[config.mk]
export PLATFORM = sky130hd
export DESIGN_NAME = bn_cychain_cnt
export DESIGN_NICKNAME = d
export VERILOG_FILES = /design/src/rtl/bn_cychain_cnt.sv
export SDC_FILE = /design/constraint.sdc
export NUM_CORES = 1
export LEC_CHECK = 0
export ABC_CLOCK_PERIOD_IN_PS = 3400
export BUFFER_PORTS_ARGS = -buffer_cell sky130_fd_sc_hd__buf_4
export CELL_PAD_IN_SITES_DETAIL_PLACEMENT = 1
export CELL_PAD_IN_SITES_GLOBAL_PLACEMENT = 2
export CORE_UTILIZATION = 30
export CTS_CLUSTER_SIZE = 30
export DETAILED_ROUTE_END_ITERATION = 10
export HOLD_SLACK_MARGIN = 0.06
export PLACE_DENSITY_LB_ADDON = 0.15
export REMOVE_ABC_BUFFERS = 1
export SYNTH_ARGS = -nofsm -noshare
export SYNTH_HDL_FRONTEND = slang
export SYNTH_SLANG_ARGS = --single-unit
[constraint.sdc]
create_clock -name clk -period 3.4 [get_ports clk]
set_input_delay 0.34 -clock clk [delete_from_list [all_inputs] [get_ports clk]]
set_output_delay 0.34 -clock clk [all_outputs]
set_load 0.01 [all_outputs]
[src/rtl/bn_cychain_cnt.sv]
// Up/down counter built on a per-bit LUT+carry ripple chain.
// Load and saturate muxing sit in front of the flops; the chain only steps.

module bn_cychain_cell (
  input  logic q,
  input  logic ci,
  input  logic dn,
  output logic sum,
  output logic co
);
  logic prop;

  // LUT: toggle this bit when the carry (borrow) reaches it.
  assign sum  = q ^ ci;
  // Carry cell: ripple continues through ones going up, zeros going down.
  assign prop = dn ? ~q : q;
  assign co   = prop & ci;
endmodule

module bn_cychain_cnt #(
  parameter int          WIDTH = 8,
  parameter int          SAT   = 0,
  parameter logic [31:0] INIT  = 32'd0
) (
  input  logic             clk,
  input  logic             rst_n,
  input  logic             ld,
  input  logic [WIDTH-1:0] ldval,
  input  logic             en,
  input  logic             dn,
  output logic [WIDTH-1:0] q,
  output logic             zf,
  output logic             ovf
);
  localparam logic [WIDTH-1:0] INIT_W = INIT[WIDTH-1:0];

  logic [WIDTH:0]   carry;
  logic [WIDTH-1:0] sum;
  logic [WIDTH-1:0] q_nxt;
  logic             limit;

  assign carry[0] = en;

  for (genvar i = 0; i < WIDTH; i++) begin : g_chain
    bn_cychain_cell u_cell (
      .q   (q[i]),
      .ci  (carry[i]),
      .dn  (dn),
      .sum (sum[i]),
      .co  (carry[i+1])
    );
  end

  // Carry out of the top cell means the whole word was at the step limit.
  assign limit = carry[WIDTH];

  always_comb begin
    q_nxt = sum;
    if (ld)                      q_nxt = ldval;
    else if ((SAT != 0) && limit) q_nxt = q;
  end

  always_ff @(posedge clk) begin
    if (!rst_n) begin
      q   <= INIT_W;
      zf  <= (INIT_W == '0);
      ovf <= 1'b0;
    end else begin
      q   <= q_nxt;
      zf  <= (q_nxt == '0);
      ovf <= ~ld & limit;
    end
  end
endmodule

==> results of run 1 <==
[metal layers]
metal	wire [um]	vias up
met1	847	303
met3	68	0
met4	0	0
met2	753	12
li1	-	351
met5	0	-
[synthesized netlist by cell type]
library cell  instances
buf_2                 1
nand3_1               2
clkbuf_1              1
and4b_4               1
o21ai_1               1
o2111a_1              1
o221ai_2              1
buf_4                 9
o311a_1               1
xnor2_1               3
o41ai_2               1
xor2_1                3
nor2b_1               3
o2111ai_1             1
o21a_1                2
a31oi_1               1
or3b_2                1
o21ai_0               1
or4_4                 1
or3_1                 1
nand2_1               6
nor2_1               10
a22oi_1               1
nor3b_1               1
nand2b_1              4
nor4b_4               1
and3b_1               1
inv_1                 1
o211a_1               1
and4b_1               1
buf_1                 1
o211ai_1              2
nor3_1                4
a21oi_1               4
dfxtp_1              10
a211oi_1              1
mux2i_1               1
nor3b_2               1
and4bb_2              1
clkinv_1              1
nor4b_1               1
[state kept, by name, indices dropped and copies added, names as in the netlist]
register,flops
ovf,1
q,8
zf,1
[area by class of cell]
type	count	area, um2
Timing Repair Buffer	22	165
Tap cell	28	35.0
Fill cell	288	1380
Sequential cell	10	200
Clock buffer	4	36.3
Multi-Input combinational cell	66	473
Inverter	2	7.51
[worst paths after layout]
check	end	slack [ns]	cells after the start
setup / recovery	zf$_SDFF_PN1_	1.55	5
hold / removal	zf$_SDFF_PN1_	0.27	2
setup reg to reg	zf$_SDFF_PN1_	1.55	5
hold reg to reg	ovf$_SDFF_PN0_	0.64	3
[through the flow]
stage	hold WS [ns]	std cells	setup WS, ns
2_1_floorplan	0.396	78	1.64
3_3_place_gp	0.527	128	1.52
3_5_place_dp	0.535	128	1.48
4_1_cts	0.255	132	1.53
5_1_grt	0.244	132	1.43
6_report	0.265	132	1.55
[report_power, final]
part / switching (uW) / leakage [uW] / internal [uW]
logic: 40.1 / 0.000288 / 43.3
clock network: 40.1 / 0.0000210 / 65.0
registers: 12.6 / 0.0000827 / 125
[worst max-delay path, cell delays in order (launching register included)]
cell      delay [ns]
dfxtp_1         0.40
nor4b_4         0.40
o221ai_2        0.22
or4_4           0.52
nand3_1         0.11
o41ai_2         0.08
[cell families after synthesis]
| logic type | synth area share [%] |
|---|---|
| buffers and inverters | 11.5 |
| AND/OR/NAND/NOR | 33.9 |
| flip-flops | 26.3 |
| XOR/XNOR | 6.91 |
| AO/OA/AOI/OAI | 20.1 |
| multiplexers | 1.32 |
==> impl_metrics.tcl, run 1 <==
set metrics [dict create \
    fin_util_pct 39.9 \
    worstSetupPathType "reg -> reg" \
    cp-end-kind "register" \
    grt_max_degree 26 \
    busiest_layer "met2" \
    crit_arrival_ns 2.00 \
    cts_tree "yes" \
    syn_to_final_growth_pct 20.6 \
    met1_usage_pct 18.5 \
    die_w_um 52.4 \
    gp_congestion 0.691 \
    antenna_found_initial 0 \
    wl_per_cell_um 12.6 \
    io_pins 23 \
    peakVddDrop_uv 174 \
    fin_area_um2 917 \
    start_kind "register" \
    crit_start "q[0]$_SDFF_PN0_" \
    overflow 0 \
    ys_ff_latch 10 \
    drt-total-wl_mm 1.67 \
    cts_hold_buf 0 \
    yosys.area.top_type "dfxtp_1" \
    drive_gt1_share_pct 32.7 \
    antenna_cells 0 \
    yosysTopAreaCellShare_pct 26.3 \
    maxCapViolCount 0 \
    ys_top_cells_by_area "dfxtp_1 26%, buf_4 8.9%, nor2_1 4.9%" \
    layout_commonest_cell "buf_4" \
    final_cell_mix "22 x buf_4, 10 x nor2_1, 10 x dfxtp_1" \
    yosysSeqAreaShare_pct 26.3 \
    setup-violations-final 0 \
    ys_warn_count 0 \
    worst-path-max-fanout 7 \
    hpwlAfterDp_mm 1.27 \
    fmax_mhz 541 \
    cts_root_buf "clkbuf_4" \
    finClkSkew_ns 0.00387 \
    grt_use_met2_pct 22.4 \
    p_per_area_nw_per_um2 356 \
    cts_buffer_depth 2 \
    worstMarginPinSlew_ns 0.356 \
    start_util_pct 33.1 \
    num_vias 666 \
    ant_nets 0 \
    finalSetupTns_ns 0 \
    place_area_um2 881 \
    row_count 17 \
    leakage_uw 0.000392 \
    hold_viol 0 \
    coreArea_um2 2300 \
    grt_pass1_wl_mm 2.88 \
    grt_use_met3_pct 4.35 \
    p_total_uw 326 \
    fin_crit_sh_pct 54.4 \
    drt_iter0_markers 8 \
    io_buffer_count 22 \
    status "finished clean" \
    clk_pin_slew_ns 0.07 \
    crit_required_ns 3.55 \
    die-area_um2 2740 \
    drt_pass1_iterations 4 \
    synth_area_um2 761 \
    slew_violations 0 \
    worstHoldPathType "in -> reg" \
    die_y_um 52.4 \
    synth.avg_cell_area_um2 8.45 \
    rsz0062_at_grt "false" \
    cts_buffers 3 \
    slew_headroom_pct 76.2 \
    grt_pass1_vias 639 \
    drt-vias-per-instance 5.05 \
    insertion_delay_ns 0.26 \
    nNetsFinal 118 \
    r2r_start "q[0]$_SDFF_PN0_" \
    ctsResizeCount 0 \
    post_cts_buffers 0 \
    ys_types 41 \
    min_from "rst_n" \
    layout_min_cycle_time_ns 1.85 \
    cts.sinks 10 \
    grt_util_all_layers_pct 14.0 \
    synthesis.instances 90 \
    route.detailed.drc 0 \
    htreeDepth 1 \
]
Power figures use the tool's default switching activity.
==> inputs of run 2 (changes only) <==
Settings changed: ABC_CLOCK_PERIOD_IN_PS 3400 to 1600, CORE_UTILIZATION 30 to 25.
Clock period 3.4 ns to 1.6 ns, I/O delays scaled along.
==> run 2 against run 1 <==
The flow now finishes with violations (DRC, setup timing). Critical path type unchanged. Critical path depth did not move. First-iteration DRC count is 130% higher. Largest power group unchanged. Sequential cell count unchanged. Sequential power rose by 110%. Die area increased by 19%. Hold slack lost 0.12 ns. Clock power up 130%. Global-route usage rose by 0.36 points.
==> impl_metrics.tcl, run 2 (synthesis results as in run 1) <==
set metrics [dict create \
    regMostFlops "q" \
    cts_root_buf "clkbuf_4" \
    io_pins 23 \
    htreeDepth 1 \
    largest_reg_flops 8 \
    fmax_mhz 586 \
    die_y_um 57.2 \
    grt_max_degree 21 \
    hpwlAfterDp_mm 1.59 \
    antenna_found_initial 0 \
    ant_nets 0 \
    finClkSkew_ns 0.00538 \
    drt-vias-per-instance 5.01 \
    final_cell_mix "41 x buf_4, 10 x nor2_1, 8 x dfxtp_1" \
    drt_pass1_iterations 7 \
    drive_gt1_share_pct 44.4 \
    layout_min_cycle_time_ns 1.71 \
    setup.worst_path.end "zf$_SDFF_PN1_" \
    syn_to_final_growth_pct 42.9 \
    antenna_cells 0 \
    peakVddDrop_uv 597 \
    maxCapViolCount 0 \
    nNetsFinal 138 \
    finalSetupTns_ns -0.142 \
    setup-violations-final 2 \
    die_w_um 57.2 \
    drt_iter0_markers 18 \
    leakage_uw 0.000495 \
    grt_util_all_layers_pct 14.4 \
    drt-total-wl_mm 2.08 \
    cts_buffer_depth 2 \
    num_vias 777 \
    worstHoldPathType "in -> reg" \
    fin_area_um2 1090 \
    worstMarginPinSlew_ns 0.308 \
    crit_arrival_ns 1.88 \
    fin_crit_sh_pct 107 \
    status "finished with violations" \
    hold_viol 0 \
    cts_buffers 3 \
    die-area_um2 3270 \
    coreArea_um2 2830 \
    gp_congestion 0.672 \
    failed_checks "DRC, setup timing" \
    slew_violations 0 \
    p_per_area_nw_per_um2 704 \
    slew_headroom_pct 79.4 \
    cts_tree "yes" \
    cts.sinks 10 \
    grt_pass1_vias 814 \
    worstSetupPathType "reg -> reg" \
    grt_pass1_wl_mm 3.53 \
    reg2reg_depth 5 \
    route.detailed.drc 2 \
    worst_slack_ns -0.106 \
    wl_per_cell_um 13.4 \
    start_kind "register" \
    pre_cts_slack_ns -0.187 \
    start_util_pct 26.9 \
    fin_util_pct 38.4 \
    row_count 19 \
    insertion_delay_ns 0.28 \
    io_buffer_count 22 \
    rrSetupSlack_ns -0.11 \
    p_total_uw 766 \
    layout_commonest_cell "buf_4" \
    r2r_start "q[2]$_SDFF_PN0_" \
    crit_start "q[2]$_SDFF_PN0_" \
    crit_required_ns 1.77 \
    r2r_end "zf$_SDFF_PN1_" \
    worst-path-max-fanout 5 \
    cp-end-kind "register" \
    place_area_um2 1010 \
    overflow 0 \
    rsz0062_at_grt "true" \
    clk_pin_slew_ns 0.07 \
    top_regs "q x8, ovf x1, zf x1" \
]
-- run 2: cell types whose count changed in the layout (fill, tap and decap cells not counted) --
| cell | delta |
|---|---|
| dfxtp_1 | -2 |
| o221ai_2 | -1 |
| dlygate4sd3_1 | +1 |
| dfxtp_2 | +2 |
| o221ai_4 | +1 |
| buf_4 | +19 |
-- run 2: final cells by class --
type | count | area (um2)
Sequential cell | 10 | 203
Clock buffer | 4 | 36.3
Multi-Input combinational cell | 66 | 484
Tap cell | 31 | 38.8
Fill cell | 343 | 1740
Timing Repair Buffer | 42 | 318
Inverter | 2 | 7.51
-- run 2: through the flow --
stage,hold slack (ns),std cells
final,0.145,155
after global routing,0.169,155
after CTS,0.151,155
after detailed placement,0.352,148
after global placement,0.350,148
after floorplan,0.216,78
-- run 2: worst min path at each step --
| stage | from | to | depth (start not counted) |
|---|---|---|---|
| floorplan | rst_n | zf$_SDFF_PN1_ | 1 |
| global placement | rst_n | zf$_SDFF_PN1_ | 2 |
| detailed placement | rst_n | zf$_SDFF_PN1_ | 2 |
| CTS | ldval[0] | q[0]$_SDFF_PN0_ | 3 |
| global route | ldval[0] | q[0]$_SDFF_PN0_ | 3 |
| finish | ldval[0] | q[0]$_SDFF_PN0_ | 3 |
-- run 2: power breakdown --
part	total (uW)	switching [uW]	internal (uW)
logic	243	107	135
clock network	237	98.1	139
registers	287	20.2	266
total	766	226	540
-- run 2: repair_timing --
action | in CTS | in global routing
hold buffers | 1 | 0
buffers inserted | 2 | 0
setup endpoints to repair | 2 | 3
hold endpoints to repair | 1 | 0
resized for setup | 3 | 0
pin swaps | 5 | 0
-- run 2: critical path, stage by stage (launching register included) --
cell      delay (ns)
dfxtp_1         0.41
and4b_4         0.31
o221ai_4        0.17
or4_4           0.51
nand3_1         0.12
o41ai_2         0.08
-- run 2: routing by layer --
layer  part of all wire [%]  wire, um  track usage, %  vias up
met5                      0         0               0        -
met4                    1.6        34            5.23        0
met3                    4.7        97            4.54        5
met2                     49      1020            24.7       15
met1                     45       927            16.8      371
li1                       -         -               -      386
